===== src/rtl/esc_pwm_out.sv =====
// esc_pwm_out: ESC drive pulse generator with an arming sequence.
// Each frame is PERIOD_CYCLES clocks; the pulse is MIN_CYCLES plus
// duty*CYCLES_PER_STEP clocks, starting the cycle after period_start.
// Compile-time option: define ESC_PWM_RAMP_EN to slew-limit the applied
// duty by RAMP_STEP per frame while running.
module esc_pwm_out #(
    parameter int unsigned PERIOD_CYCLES   = 1000000,
    parameter int unsigned MIN_CYCLES      = 50000,
    parameter int unsigned CYCLES_PER_STEP = 50,
    parameter int unsigned ARM_PERIODS     = 100,
    parameter int unsigned RAMP_STEP       = 20
) (
    input  logic        clk,
    input  logic        rst_n,
    input  logic [10:0] ratio,
    input  logic        disarm,
    output logic        pwm_out,
    output logic        armed,
    output logic        period_start,
    output logic [10:0] duty_applied
);

    localparam int unsigned CNT_W = (PERIOD_CYCLES > 1) ? $clog2(PERIOD_CYCLES) : 1;
    localparam int unsigned ARM_W = (ARM_PERIODS > 0) ? $clog2(ARM_PERIODS + 1) : 1;
    localparam logic [10:0] DUTY_MAX  = 11'd1000;
    localparam logic [10:0] STEP      = 11'(RAMP_STEP);
    localparam logic [CNT_W-1:0] CNT_LAST = CNT_W'(PERIOD_CYCLES - 1);
    localparam logic [ARM_W-1:0] ARM_DONE = ARM_W'(ARM_PERIODS);

`ifdef ESC_PWM_RAMP_EN
    localparam bit RAMP_ON = 1'b1;
`else
    localparam bit RAMP_ON = 1'b0;
`endif

    typedef enum logic {ARMING, RUN} state_t;

    state_t           state_q, state_d;
    logic [CNT_W-1:0] cnt_q, cnt_d;
    logic [ARM_W-1:0] arm_q, arm_d;
    logic [10:0]      duty_q, duty_d;
    logic             pwm_q, pwm_d;
    logic             started_q;
    logic             boundary;
    logic [10:0]      target;
    logic [31:0]      pw_cycles;

    // started_q holds the counter at 0 through the first edge after reset,
    // so the cycle following that edge is a proper frame boundary.
    assign boundary = started_q && (cnt_q == '0);
    assign target   = (ratio > DUTY_MAX) ? DUTY_MAX : ratio;

    // Move from 'from' toward the target, bounded by STEP, landing exactly.
    function automatic logic [10:0] slew(input logic [10:0] from, input logic [10:0] to);
        logic [10:0] r;
        r = to;
        if (to > from) begin
            if ((to - from) > STEP) r = from + STEP;
        end else if ((from - to) > STEP) begin
            r = from - STEP;
        end
        return r;
    endfunction

    // Next duty for a running frame: slewed or direct depending on build.
    function automatic logic [10:0] next_duty(input logic [10:0] from, input logic [10:0] to);
        return RAMP_ON ? slew(from, to) : to;
    endfunction

    // Frame counter: wraps at PERIOD_CYCLES-1, frozen until first edge after reset.
    always_comb begin
        cnt_d = cnt_q;
        if (started_q) begin
            cnt_d = (cnt_q == CNT_LAST) ? '0 : cnt_q + CNT_W'(1);
        end
    end

    // Arming FSM and duty latch; duty only changes out of a boundary cycle.
    always_comb begin
        state_d = state_q;
        arm_d   = arm_q;
        duty_d  = duty_q;
        if (disarm) begin
            state_d = ARMING;
            arm_d   = '0;
            if (boundary) duty_d = '0;
        end else if (boundary) begin
            case (state_q)
                ARMING: begin
                    if (arm_q == ARM_DONE) begin
                        state_d = RUN;
                        duty_d  = next_duty(11'd0, target);
                    end else begin
                        arm_d  = arm_q + ARM_W'(1);
                        duty_d = '0;
                    end
                end
                RUN:     duty_d = next_duty(duty_q, target);
                default: state_d = ARMING;
            endcase
        end
    end

    // Pulse width for the frame about to run, widened to avoid overflow.
    always_comb begin
        pw_cycles = 32'(MIN_CYCLES) + 32'(duty_d) * 32'(CYCLES_PER_STEP);
        pwm_d     = started_q && (32'(cnt_q) < pw_cycles);
    end

    // State registers; reset clears everything, including a pulse in flight.
    always_ff @(posedge clk or negedge rst_n) begin
        if (!rst_n) begin
            started_q <= 1'b0;
            cnt_q     <= '0;
            arm_q     <= '0;
            state_q   <= ARMING;
            duty_q    <= '0;
            pwm_q     <= 1'b0;
        end else begin
            started_q <= 1'b1;
            cnt_q     <= cnt_d;
            arm_q     <= arm_d;
            state_q   <= state_d;
            duty_q    <= duty_d;
            pwm_q     <= pwm_d;
        end
    end

    assign pwm_out      = pwm_q;
    assign armed        = (state_q == RUN);
    assign period_start = boundary;
    assign duty_applied = duty_q;

endmodule


===== config.mk =====
export PLATFORM = sky130hd
export DESIGN_NAME = esc_pwm_out
export DESIGN_NICKNAME = d
export VERILOG_FILES = /design/src/rtl/esc_pwm_out.sv
export SDC_FILE = /design/constraint.sdc
export NUM_CORES = 1
export LEC_CHECK = 0
export BUFFER_PORTS_ARGS = -buffer_cell sky130_fd_sc_hd__clkbuf_2
export CELL_PAD_IN_SITES_DETAIL_PLACEMENT = 1
export CELL_PAD_IN_SITES_GLOBAL_PLACEMENT = 2
export CORE_MARGIN = 5
export CORE_UTILIZATION = 41
export DETAILED_ROUTE_END_ITERATION = 10
export PLACE_DENSITY_LB_ADDON = 0.1
export REMOVE_ABC_BUFFERS = 1
export SLEW_MARGIN = 20
export SYNTH_ARGS = -nofsm -noshare
export SYNTH_HDL_FRONTEND = slang
export SYNTH_SLANG_ARGS = --single-unit

===== constraint.sdc =====
create_clock -name clk -period 9.5 [get_ports clk]
set_input_delay 2.375 -clock clk [delete_from_list [all_inputs] [get_ports clk]]
set_output_delay 2.375 -clock clk [all_outputs]
set_load 0.02 [all_outputs]

# Word-level counts from Yosys, hierarchy flattened
# Cells that the tools add are included.
# W data, S select, Z words.
word_totals:
  out_inout_bits: 14
  register_bits: 41
  inputBits: 14
op_classes:
  n_addsub: 3
  bitwise_logic: 1
  reduce_logical: 5
  n_lt_le_gt_ge: 2
  n_eq_ne: 4
  n_mux: 15
  multipliers: 1
op_table:
  columns: ["operator", "n"]
  rows:
  - ["$mux W11", 5]
  - ["$mux W7", 4]
  - ["$pmux W11 S2", 1]
  - ["$add A20 B1 Y20 const B", 1]
  - ["$eq A20 B20 Y1 const B", 1]
  - ["$logic_not A20 Y1", 1]
  - ["$lt A20 B18 Y1", 1]
  - ["$mux W20", 1]
  - ["$add A16 B17 Y18 const A", 1]
  - ["$mul A11 B5 Y16 const B", 1]
  - ["$gt A11 B10 Y1 const B", 1]
  - ["$add A7 B1 Y7 const B", 1]
  - ["$eq A7 B7 Y1 const B", 1]
  - ["$mux W1", 4]
  - ["$ne A2 B2 Y1 const B", 2]
  - ["$reduce_and A3 Y1", 1]
  - ["$logic_and A1 B1 Y1", 2]
  - ["$reduce_bool A2 Y1", 1]
  - ["$not A1 Y1", 1]

# Depth between registers and ports, before layout
# Gate-level depths: netlist (run 1).
depth:
  ltp_word: 10
  mapped_depth: 28
  mapped_depth_nobuf: 26

# Least setup slack after synthesis (run 1)
# No wires, ideal clock.
synth_timing:
  path_kind: "in2reg"
  start: "input ratio[0]"
  end: "register pwm_q (netlist: pwm_out)"
  path_stages: 25
  required_ns: 9.423
  path_buffers: 1
  setup_slack_ns: 2.245
  t_arrival_ns: 7.177
  cell_sequence: "o31a_1 > o2111a_1 > nor4_1 > and2_1 > a22o_1 > ha_1 > ha_1 > inv_1 > fa_1 > inv_1 > ha_1 > clkbuf_1 > o21a_1 > a221oi_2 > nand3_1 > nor3_1 > xor2_1 > ha_1 > a21o_1 > a21o_1 > a21oi_1 > nor2b_1 > o21ai_0 > nand4b_1 > a21oi_1"
synth_via:
  elab_chain_cells: 10
synth_rtl:
  columns: ["item", "line_no", "rtl"]
  rows:
  - ["start: declaration", "15", "input logic [10:0] ratio,"]
  - ["$gt A11 B10 Y1 *", "51", "assign target = (ratio > DUTY_MAX) ? DUTY_MAX : ratio;"]
  - ["$mux W11 *", "51", null]
  - ["$mux W11", "90", "if (arm_q == ARM_DONE) begin"]
  - ["$pmux W11 S2 *", "88", "case (state_q)"]
  - ["$mux W11 *", "87", "end else if (boundary) begin"]
  - ["$mux W11 *", "83", "if (disarm) begin"]
  - ["via duty_d[4]", "41", "logic [10:0] duty_q, duty_d;"]
  - ["$mul A11 B5 Y16 *", "106", "pw_cycles = 32'(MIN_CYCLES) + 32'(duty_d) * 32'(CYCLES_PER_STEP);"]
  - ["$add A16 B17 Y18 *", "106", null]
  - ["$lt A20 B18 Y1 *", "107", "pwm_d = started_q && (32'(cnt_q) < pw_cycles);"]
  - ["$logic_and A1 B1 Y1 *", "107", null]
  - ["via pwm_d", "42", "logic pwm_q, pwm_d;"]
  - ["end signal: assignment", "125", "pwm_q <= pwm_d;"]
  - ["end: declaration", "42", null]
# The timed path passes the listed nets; every way through them passes the cells marked *.
# A chain may end at the register's enable or synchronous reset.

# Final worst setup path (run 1)
# Ends and elaborated chain as after synthesis.

==> results of run 1 <==
==> stage by stage <==
stage / total power [W] / cell area (um^2) / util, % / instances
3_3_place_gp: 0.000484 / 3840 / 44.4 / 521
5_1_grt: 0.000690 / 3950 / 45.7 / 529
4_1_cts: 0.000643 / 3950 / 45.7 / 529
3_5_place_dp: 0.000491 / 3840 / 44.4 / 521
2_1_floorplan: 0.000414 / 3570 / - / 386
6_report: 0.000634 / 3950 / 45.7 / 529
==> how the worst max path moves through the flow <==
stage | startpoint | endpoint | slack [ns] | cells past startpoint
final | ratio[0] | pwm_out | 2.02 | 26
after global routing | ratio[0] | pwm_out | 1.60 | 25
after CTS | ratio[0] | pwm_out | 1.97 | 26
after detailed placement | ratio[0] | pwm_out | 1.64 | 26
after global placement | ratio[0] | pwm_out | 1.87 | 26
after floorplan | ratio[0] | pwm_out | 2.26 | 25
==> synthesized netlist by cell type (3+ instances only) <==
master	instances
and4_1	3
nor3_1	11
and3_1	7
dfrtp_1	41
or3_1	4
nand3_1	15
and2_1	3
a211oi_1	3
inv_1	24
xnor2_1	23
nor4_2	4
nand2b_1	3
o21ai_1	3
a2111oi_0	3
o21ai_0	21
nor4_1	3
nor2_1	35
a21o_1	6
a21oi_1	14
clkbuf_1	6
a22o_1	3
nand2_1	32
nor2b_1	4
ha_1	59
o2111ai_1	3
xor2_1	14
fa_1	6
o21a_1	7
nand4_1	9
==> worst reg2reg max path, cell delays in order (launching register included) <==
cell and delay, ns:
dfrtp_1 0.49, nor4_2 0.37, nand3b_2 0.18, or3_1 0.57
o21ai_0 0.62, ha_1 0.36, ha_1 0.28, inv_1 0.05
fa_1 0.50, inv_1 0.04, ha_1 0.38, o21a_1 0.23
a221oi_2 0.40, nand3_1 0.15, nor3_1 0.26, xor2_1 0.18
ha_1 0.26, a21o_1 0.16, a21o_1 0.16, a21oi_1 0.14
nor2b_1 0.06, o21ai_0 0.16, nand4b_1 0.11, a21oi_1 0.12
==> layout make-up <==
type	instances	area, um^2	area share, %
clock buffer	6	72.6	1.84
clock inverter	2	38.8	0.982
inverter	24	90.1	2.28
multi-input combinational	321	2450	62.0
sequential	41	1030	26.0
tap	108	135	3.42
timing repair buffer	27	138	3.48
==> flip-flops by register name (all words and copies together), names as in the netlist <==
register	cells
started_q	1
armed	1
cnt_q	20
duty_applied	11
pwm_out	1
arm_q	7
==> cell families (layout without fill, tap and decap cells) <==
logic type / Yosys count / after routing / synth area share (%)
compound gates: 76 / 76 / 14.1
other cells: 1 / 1 / 0.104
flops: 41 / 41 / 28.6
xor+xnor: 37 / 37 / 9.02
mux: 1 / 1 / 0.279
fa+ha+maj: 65 / 65 / 23.9
buf+inv: 31 / 59 / 3.27
simple gates: 141 / 141 / 20.8
==> per-layer routing <==
layer,vias to the layer above,track usage [%]
met5,-,0
li1,1464,-
met3,4,2.30
met2,24,28.9
met1,1462,23.5
met4,0,3.66
==> power by group through the flow <==
stage               registers [W]  clock network, W  logic, W
detailed placement       0.000222                 0  0.000269
finish                   0.000218          0.000149  0.000267
global placement         0.000222                 0  0.000262
floorplan                0.000219                 0  0.000195
global route             0.000222          0.000159  0.000309
CTS                      0.000219          0.000152  0.000272
==> run metrics, run 1 <==
hold crit path type reg -> reg; clk_lat worst skew 0.30 ns; Seq/Total Area, Yosys 28.6%; CP max stage delay 0.50 ns; share of post-route cells with drive strength above 1 10.5%; cts repair resizes 0; Avg WL per Cell 17.0 um; Post-synth EDFFs 0; Sw Share 40.6%; Clock Path Buffers 2; Int Power 0.000377 W; DR top layer met4; first-pass GRT wire length 15500 um; Critical Path RT 9.73 ns; dominant cell type by area after synthesis dfrtp_1; clock network fraction of design power 23.4%; most frequent cells in the layout ha_1 (59), dfrtp_1 (41), nor2_1 (35); hold slack final 0.540 ns; setup ws final 2.02 ns; IO Count 28; status finished, final reports clean; hold endpoint cnt_q[19]; crit path kind in -> reg; Synth Flop Type dfrtp_1; YS warnings 0; CP bufs+invs 3; hold path cells 1; final setup fails 0; initial antenna violation count 0; fin crit period 7.48 ns; leading cell types by total area after synthesis dfrtp_1 (29%), ha_1 (21%), xnor2_1 (5.6%); vias in the first global route 3113; hpwl dp 7210 um; Reg2Reg Depth 23; GRT overflow 0; Hold Vio Cnt, Final 0; clk root buf clkbuf_8; Final period util 78.7%; PwrDens 161 nW/um^2; area grow syn2layout 9.92%; Chip Height 104 um; routed metal-1 wirelength 4520 um; RSZ-0062 raised after global routing false; Comb pwr share 42.1%; GRT Resource Usage Total 17.2%; Crit Path Max Fanout 5; CP max stage cell fa_1; final setup TNS 0 ns; H-tree levels 2; CTS Hold Bufs 0; most common cell after layout, fill and taps aside ha_1; Die Wd 104 um; R2R setup slack 3.22 ns; Fmax 134 MHz; TritonCTS Buffers 5; Max-cap violations 0; synthesized flop and latch total 41; Unique masters post-synth 51; Initial DRC Count 84; r2r endpoint pwm_out; Worst Hold Launch cnt_q[19]; Post-Syn Area 3590 um^2; clock skew 0.00478 ns; Total Nets Final 499; Layout fillers 1022; Yosys top cell area share 28.6%; DR pass1 iterations 4; pin count of the biggest net entering global routing 42; postcts setup bufs 0; RD Place Congestion 0.773; Startpoint Class input pin; CP dominant cell by count ha_1; P_sw 0.000257 W; Starting Density 41.6%; Post-route DRC 0; Core Region 8640 um^2; pre-CTS WS 1.64 ns; vias per cell 5.58; Peak VDD IR 0.0594 mV; kind of cell adding the most delay to the critical path compound AO/OA/AOI/OAI gates; final max-slew violation count 0; WL met2 4220 um; Die ar. 10700 um^2; Async S/R FF share, synth 100%; sequential share of power 34.4%; Syn Area/Cell 9.14 um^2; number of diodes 0; Post-Syn Instances 393; CTS clk-pin slew, worst paths 0.09 ns; met3 wire len 166 um; critical path capture point type flop; CTS sink cnt 41; post-route ant nets 0; CTS tree done; num rows 34; total number of vias 2954; Worst-Margin Slew 0.776 ns; Max-slew headroom 47.7%; Leak Pwr 1.97 nW; # port buffers 27; R2R Path Start cnt_q[17]; Post-Route WL 8980 um; Crit path arrival time 7.71 ns
No activity file was read; power rests on OpenSTA's default activity.
==> inputs of run 2 (changes only) <==
Settings changed: CORE_UTILIZATION 41 to 35.
Clock period 9.5 ns to 6.85 ns, I/O delays scaled along.
==> run 2 against run 1 <==
- routed wire length grew 5.4%
- sequential share of layout area shrank 1.6 points
- critical path type unchanged
- count of clock-buffer cells in the layout shrank 1
- sequential cell count is the same
- largest power group unchanged
- sequential power grew 38%
- worst setup slack lost 1.8 ns
- core utilization shrank 4.3 points
- largest cell class unchanged
==> run metrics, run 2 (synthesis gave the netlist of run 1 again) <==
Reg2Reg Depth 26 (+13%); vias per cell 5.23 (-6.4%); clock network fraction of design power 19.4% (-4.0 points); Max-slew headroom 37.0% (-11 points); # port buffers 27 (unchanged); Hold Vio Cnt, Final 0 (unchanged); clk_lat worst skew 0.31 ns (about the same); GRT Resource Usage Total 15.5% (-1.7 points); initial antenna violation count 0 (unchanged); hold crit path type reg -> reg; CTS Hold Bufs 0 (unchanged); number of diodes 0 (unchanged); H-tree levels 2 (unchanged); final setup fails 0 (unchanged); Crit path arrival time 6.87 ns (-0.84 ns); Chip Height 111 um (+7.4%); dpl cell area 4010 um^2 (+4.4%); CTS tree done; R2R Path Start cnt_q[15]; Final period util 96.7%; Biggest register cnt_q; first-pass GRT wire length 15900 um (+2.5%); DR pass1 iterations 6 (+2); Peak VDD IR 0.0782 mV (+32%); Max-cap violations 0 (unchanged); sequential share of power 33.0% (-1.4 points); most common cell after layout, fill and taps aside ha_1; CP max stage cell fa_1; num rows 37 (+8.8%); Clock Path Buffers 2 (unchanged); Crit Path Max Fanout 4 (-1); Worst Hold Launch cnt_q[19]; Core Region 10200 um^2 (+18%); hold path cells 1 (unchanged); Die Wd 111 um (+7.4%); vias in the first global route 3248 (+4.3%); placed cell count 567 (+8.8%); Initial DRC Count 118 (+40%); Die ar. 12400 um^2 (+15%); Startpoint Class input pin; Worst-Margin Slew 0.945 ns (+0.169 ns); GRT overflow 0 (unchanged); Avg WL per Cell 16.3 um (-4.1%); Int Power 0.000529 W (+40%); hpwl dp 7590 um (+5.2%); status finished, final reports clean; fin crit period 6.63 ns; R2R setup slack 0.82 ns (-2.40 ns); final max-slew violation count 0 (unchanged); PwrDens 215 nW/um^2 (+34%); Largest register FFs 20 (unchanged); most frequent cells in the layout ha_1 (59), dfrtp_1 (41), nor2_1 (34); pre-CTS WS -0.256 ns (-1.90 ns); area grow syn2layout 17.3%; total number of vias 3036 (+2.8%); Leak Pwr 2.09 nW (+6.1%); Comb pwr share 47.6% (+5.5 points); hold endpoint cnt_q[19]; Total Nets Final 523 (+4.8%); TritonCTS Buffers 5 (unchanged); Starting Density 35.3% (-6.3 points); Crit. Startpoint ratio[0]; Post-route DRC 0 (unchanged); Final Core Density 41.4% (-4.3 points); crit path kind in -> reg; Post-Route WL 9460 um (+5.4%); CTS clk-pin slew, worst paths 0.10 ns (about the same); IO Count 28 (unchanged); Critical Path RT 7.10 ns (-2.63 ns); setup ws final 0.224 ns (-1.80 ns); P_sw 0.000379 W (+47%); CTS sink cnt 41 (unchanged); pin count of the biggest net entering global routing 42 (unchanged); RD Place Congestion 0.781 (+1.0%); clk root buf clkbuf_8; Design Area, Final 4220 um^2 (+6.7%); r2r endpoint pwm_out; Sw Share 41.7% (+1.1 points); share of post-route cells with drive strength above 1 18.2% (+7.8 points); final std cells w/o fill 581 (+9.8%); critical path capture point type flop; CP max stage delay 0.46 ns (-0.04 ns); clock skew 0.0108 ns (+0.00607 ns); Fmax 151 MHz; post-route ant nets 0 (unchanged); CP dominant cell by count ha_1
## run 2: how the worst max path moves through the flow
stage / end / slack [ns] / depth (start not counted)
floorplan: pwm_out / 0.27 / 25
global placement: pwm_out / -0.007 / 26
detailed placement: pwm_out / -0.26 / 25
CTS: pwm_out / 0.09 / 25
global route: pwm_out / -0.04 / 25
finish: pwm_out / 0.22 / 25
## run 2: metal layers
layer	wire [um]	GRT usage, %	part of all wire, %
met3	244	2.46	2.6
met2	4390	25.7	46
met1	4650	20.7	49
met5	0	0	0
met4	178	5.11	1.9
## run 2: what timing repair did
action	in CTS	in global routing
endpoints found under the setup margin	0	1
buffers inserted	0	6
gates resized for setup	0	15
## run 2: power by group through the flow
stage / combinational [W] / clock [W] / sequential (W)
2_1_floorplan: 0.000270 / 0 / 0.000304
3_3_place_gp: 0.000403 / 0 / 0.000305
3_5_place_dp: 0.000412 / 0 / 0.000306
4_1_cts: 0.000417 / 0.000183 / 0.000301
5_1_grt: 0.000494 / 0.000194 / 0.000305
6_report: 0.000432 / 0.000176 / 0.000300
## run 2: per-stage QoR
step | total power (W) | TNS (ns) | hold WS (ns)
floorplan | 0.000574 | 0 | 0.479
global placement | 0.000707 | -0.00690 | 0.515
detailed placement | 0.000718 | -0.256 | 0.524
CTS | 0.000901 | 0 | 0.541
global route | 0.000993 | -0.0397 | 0.581
finish | 0.000908 | 0 | 0.533
## run 2: area by class of cell
| class | instances | area [um^2] |
|---|---|---|
| flip-flops and latches | 41 | 1030 |
| inverters | 24 | 90.1 |
| fillers | 1226 | 5970 |
| well taps | 136 | 170 |
| multi-input cells | 321 | 2520 |
| clock inverters | 3 | 25.0 |
| repair buffers | 51 | 315 |
| clock buffers | 5 | 68.8 |
## run 2: worst max-delay path: cells and delay by family
kind	cells	cell delay [ns]
AO/OA/AOI/OAI	11	2.17
XOR/XNOR	1	0.16
adder cells (fa/ha/maj)	5	1.59
buffers and inverters	4	0.62
AND/OR/NAND/NOR	4	0.60
==> inputs of run 3 (changes only) <==
Settings changed: CTS_BUF_LIST from default to sky130_fd_sc_hd__clkbuf_16.
==> run 3 against run 2 <==
- final cell count unchanged
- register-to-register slack improved by 0.04 ns
- global-route usage decreased by 0.068 points
- die area is the same
- sequential share of layout area fell by 0.54 points
- worst setup slack better by 0.092 ns
- cell area is 2.3% higher
- combinational power rose by 2%
- maximum frequency rose by 1.4%
- critical path depth grew 1
- via count decreased by 0.59%
- sequential power about the same
- largest cell class unchanged
==> run metrics, run 3 (synthesis gave the netlist of run 1 again) <==
clock skew 0.00717 ns (-0.00367 ns); Crit Path Max Fanout 4 (unchanged); Largest register FFs 20 (unchanged); most common cell after layout, fill and taps aside ha_1; Clock Path Buffers 2 (unchanged); Peak VDD IR 0.102 mV (+30%); flip-flop and latch area 1030 um^2 (unchanged); clk root buf clkbuf_16; vias per cell 5.19 (-0.59%); Post-Route WL 9490 um (+0.26%); area grow syn2layout 20.0%; R2R Path Start cnt_q[15]; final setup fails 0 (unchanged); Die ar. 12400 um^2 (unchanged); kind of cell adding the most delay to the critical path compound AO/OA/AOI/OAI gates; pin count of the biggest net entering global routing 42 (unchanged); vias in the first global route 3256 (+0.25%); RSZ-0062 raised after global routing false; Post-route DRC 0 (unchanged); Crit path arrival time 6.76 ns (-0.11 ns); CP bufs+invs 4 (unchanged); most frequent cells in the layout ha_1 (57), dfrtp_1 (41), nor2_1 (34); Chip Height 111 um (unchanged); Starting Density 35.3% (unchanged); final std cells w/o fill 581 (unchanged); GRT overflow 0 (unchanged); CP max stage delay 0.50 ns (+0.04 ns); Reg2Reg Depth 25 (-3.8%); Layout fillers 1217 (-0.73%); RD Place Congestion 0.781 (unchanged); Final period util 95.4% (-1.3 points); clk_lat worst skew 0.29 ns (-0.02 ns); Total Nets Final 523 (unchanged); r2r endpoint pwm_out; Hold Vio Cnt, Final 0 (unchanged); share of post-route cells with drive strength above 1 19.6% (+1.3 points); hold endpoint cnt_q[19]; PwrDens 229 nW/um^2 (+6.3%); hpwl dp 7590 um (unchanged); Design Area, Final 4310 um^2 (+2.3%); multi-input combinational cell area 2560 um^2 (+1.5%); IO Count 28 (unchanged); dpl cell area 4010 um^2 (unchanged); number of diodes 0 (unchanged); Critical Path RT 7.07 ns (-0.03 ns); Max-cap violations 0 (unchanged); CP max stage cell fa_1; post-route ant nets 0 (unchanged); crit path kind in -> reg; hold path cells 1 (unchanged); TritonCTS Buffers 5 (unchanged); Biggest register cnt_q; DR pass1 iterations 6 (unchanged); # port buffers 27 (unchanged); CTS clk-pin slew, worst paths 0.07 ns (-0.03 ns); GRT Resource Usage Total 15.5% (-0.068 points); Worst Hold Launch cnt_q[19]; Avg WL per Cell 16.3 um (+0.26%); num rows 37 (unchanged); R2R setup slack 0.86 ns (+0.04 ns); critical path capture point type flop; final max-slew violation count 0 (unchanged); hold crit path type reg -> reg; first-pass GRT wire length 15800 um (-0.39%); Leak Pwr 2.12 nW (+1.4%); Initial DRC Count 113 (-4.2%); total number of vias 3018 (-0.59%); CP dominant cell by count ha_1; Max-slew headroom 36.0% (-0.99 points); Fmax 153 MHz (+1.4%); H-tree levels 2 (unchanged); Tot Pwr 0.000987 W (+8.7%); CTS tree done; hold slack final 0.526 ns (-0.00724 ns); CTS sink cnt 41 (unchanged); status finished, final reports clean; Worst-Margin Slew 0.960 ns (+0.0149 ns); initial antenna violation count 0 (unchanged); Die Wd 111 um (unchanged); Core Region 10200 um^2 (unchanged); fin crit period 6.53 ns (-0.0920 ns); placed cell count 567 (unchanged); Startpoint Class input pin
==> run 3: what timing repair did <==
action,4_1_cts,5_1_grt
buffers inserted,0,6
gates resized for setup,0,22
endpoints found under the setup margin,0,1
hold buffers,0,0
==> run 3: area by class of cell <==
| type | count | share of cell area [%] |
|---|---|---|
| multi-input cells | 321 | 59.4 |
| flip-flops and latches | 41 | 23.8 |
| repair buffers | 51 | 7.31 |
| well taps | 136 | 3.95 |
| clock buffers | 5 | 2.90 |
| inverters | 24 | 2.09 |
| clock inverters | 3 | 0.580 |
==> run 3: stage by stage <==
stage	utilization [%]	TNS (ns)	setup slack, ns
CTS	40.8	0	0.0572
floorplan	-	0	0.274
global placement	39.3	-0.00690	-0.00690
finish	42.3	0	0.316
detailed placement	39.3	-0.256	-0.256
global route	42.3	0	0.0109
==> run 3: where the power goes <==
part | total, W | switching, W | internal, W | leakage (nW)
Clock | 0.000246 | 0.000109 | 0.000137 | 0.0704
Combinational | 0.000442 | 0.000247 | 0.000195 | 1.50
Sequential | 0.000300 | 0.0000339 | 0.000266 | 0.557
==> run 3: how the worst max path moves through the flow <==
stage / depth (start not counted) / slack, ns / from / end
detailed placement: 25 / -0.26 / ratio[0] / pwm_out
finish: 26 / 0.32 / ratio[1] / pwm_out
global route: 26 / 0.01 / ratio[1] / pwm_out
floorplan: 25 / 0.27 / ratio[0] / pwm_out
global placement: 26 / -0.007 / ratio[0] / pwm_out
CTS: 25 / 0.06 / ratio[0] / pwm_out
==> run 3: per-layer routing <==
layer  up-vias  global-route usage, %  routed length (um)
met1      1464                   20.7                4680
met3        13                   2.29                 166
met5         -                      0                   0
met2        30                   25.4                4500
li1       1511                      -                   -
met4         0                   5.35                 150
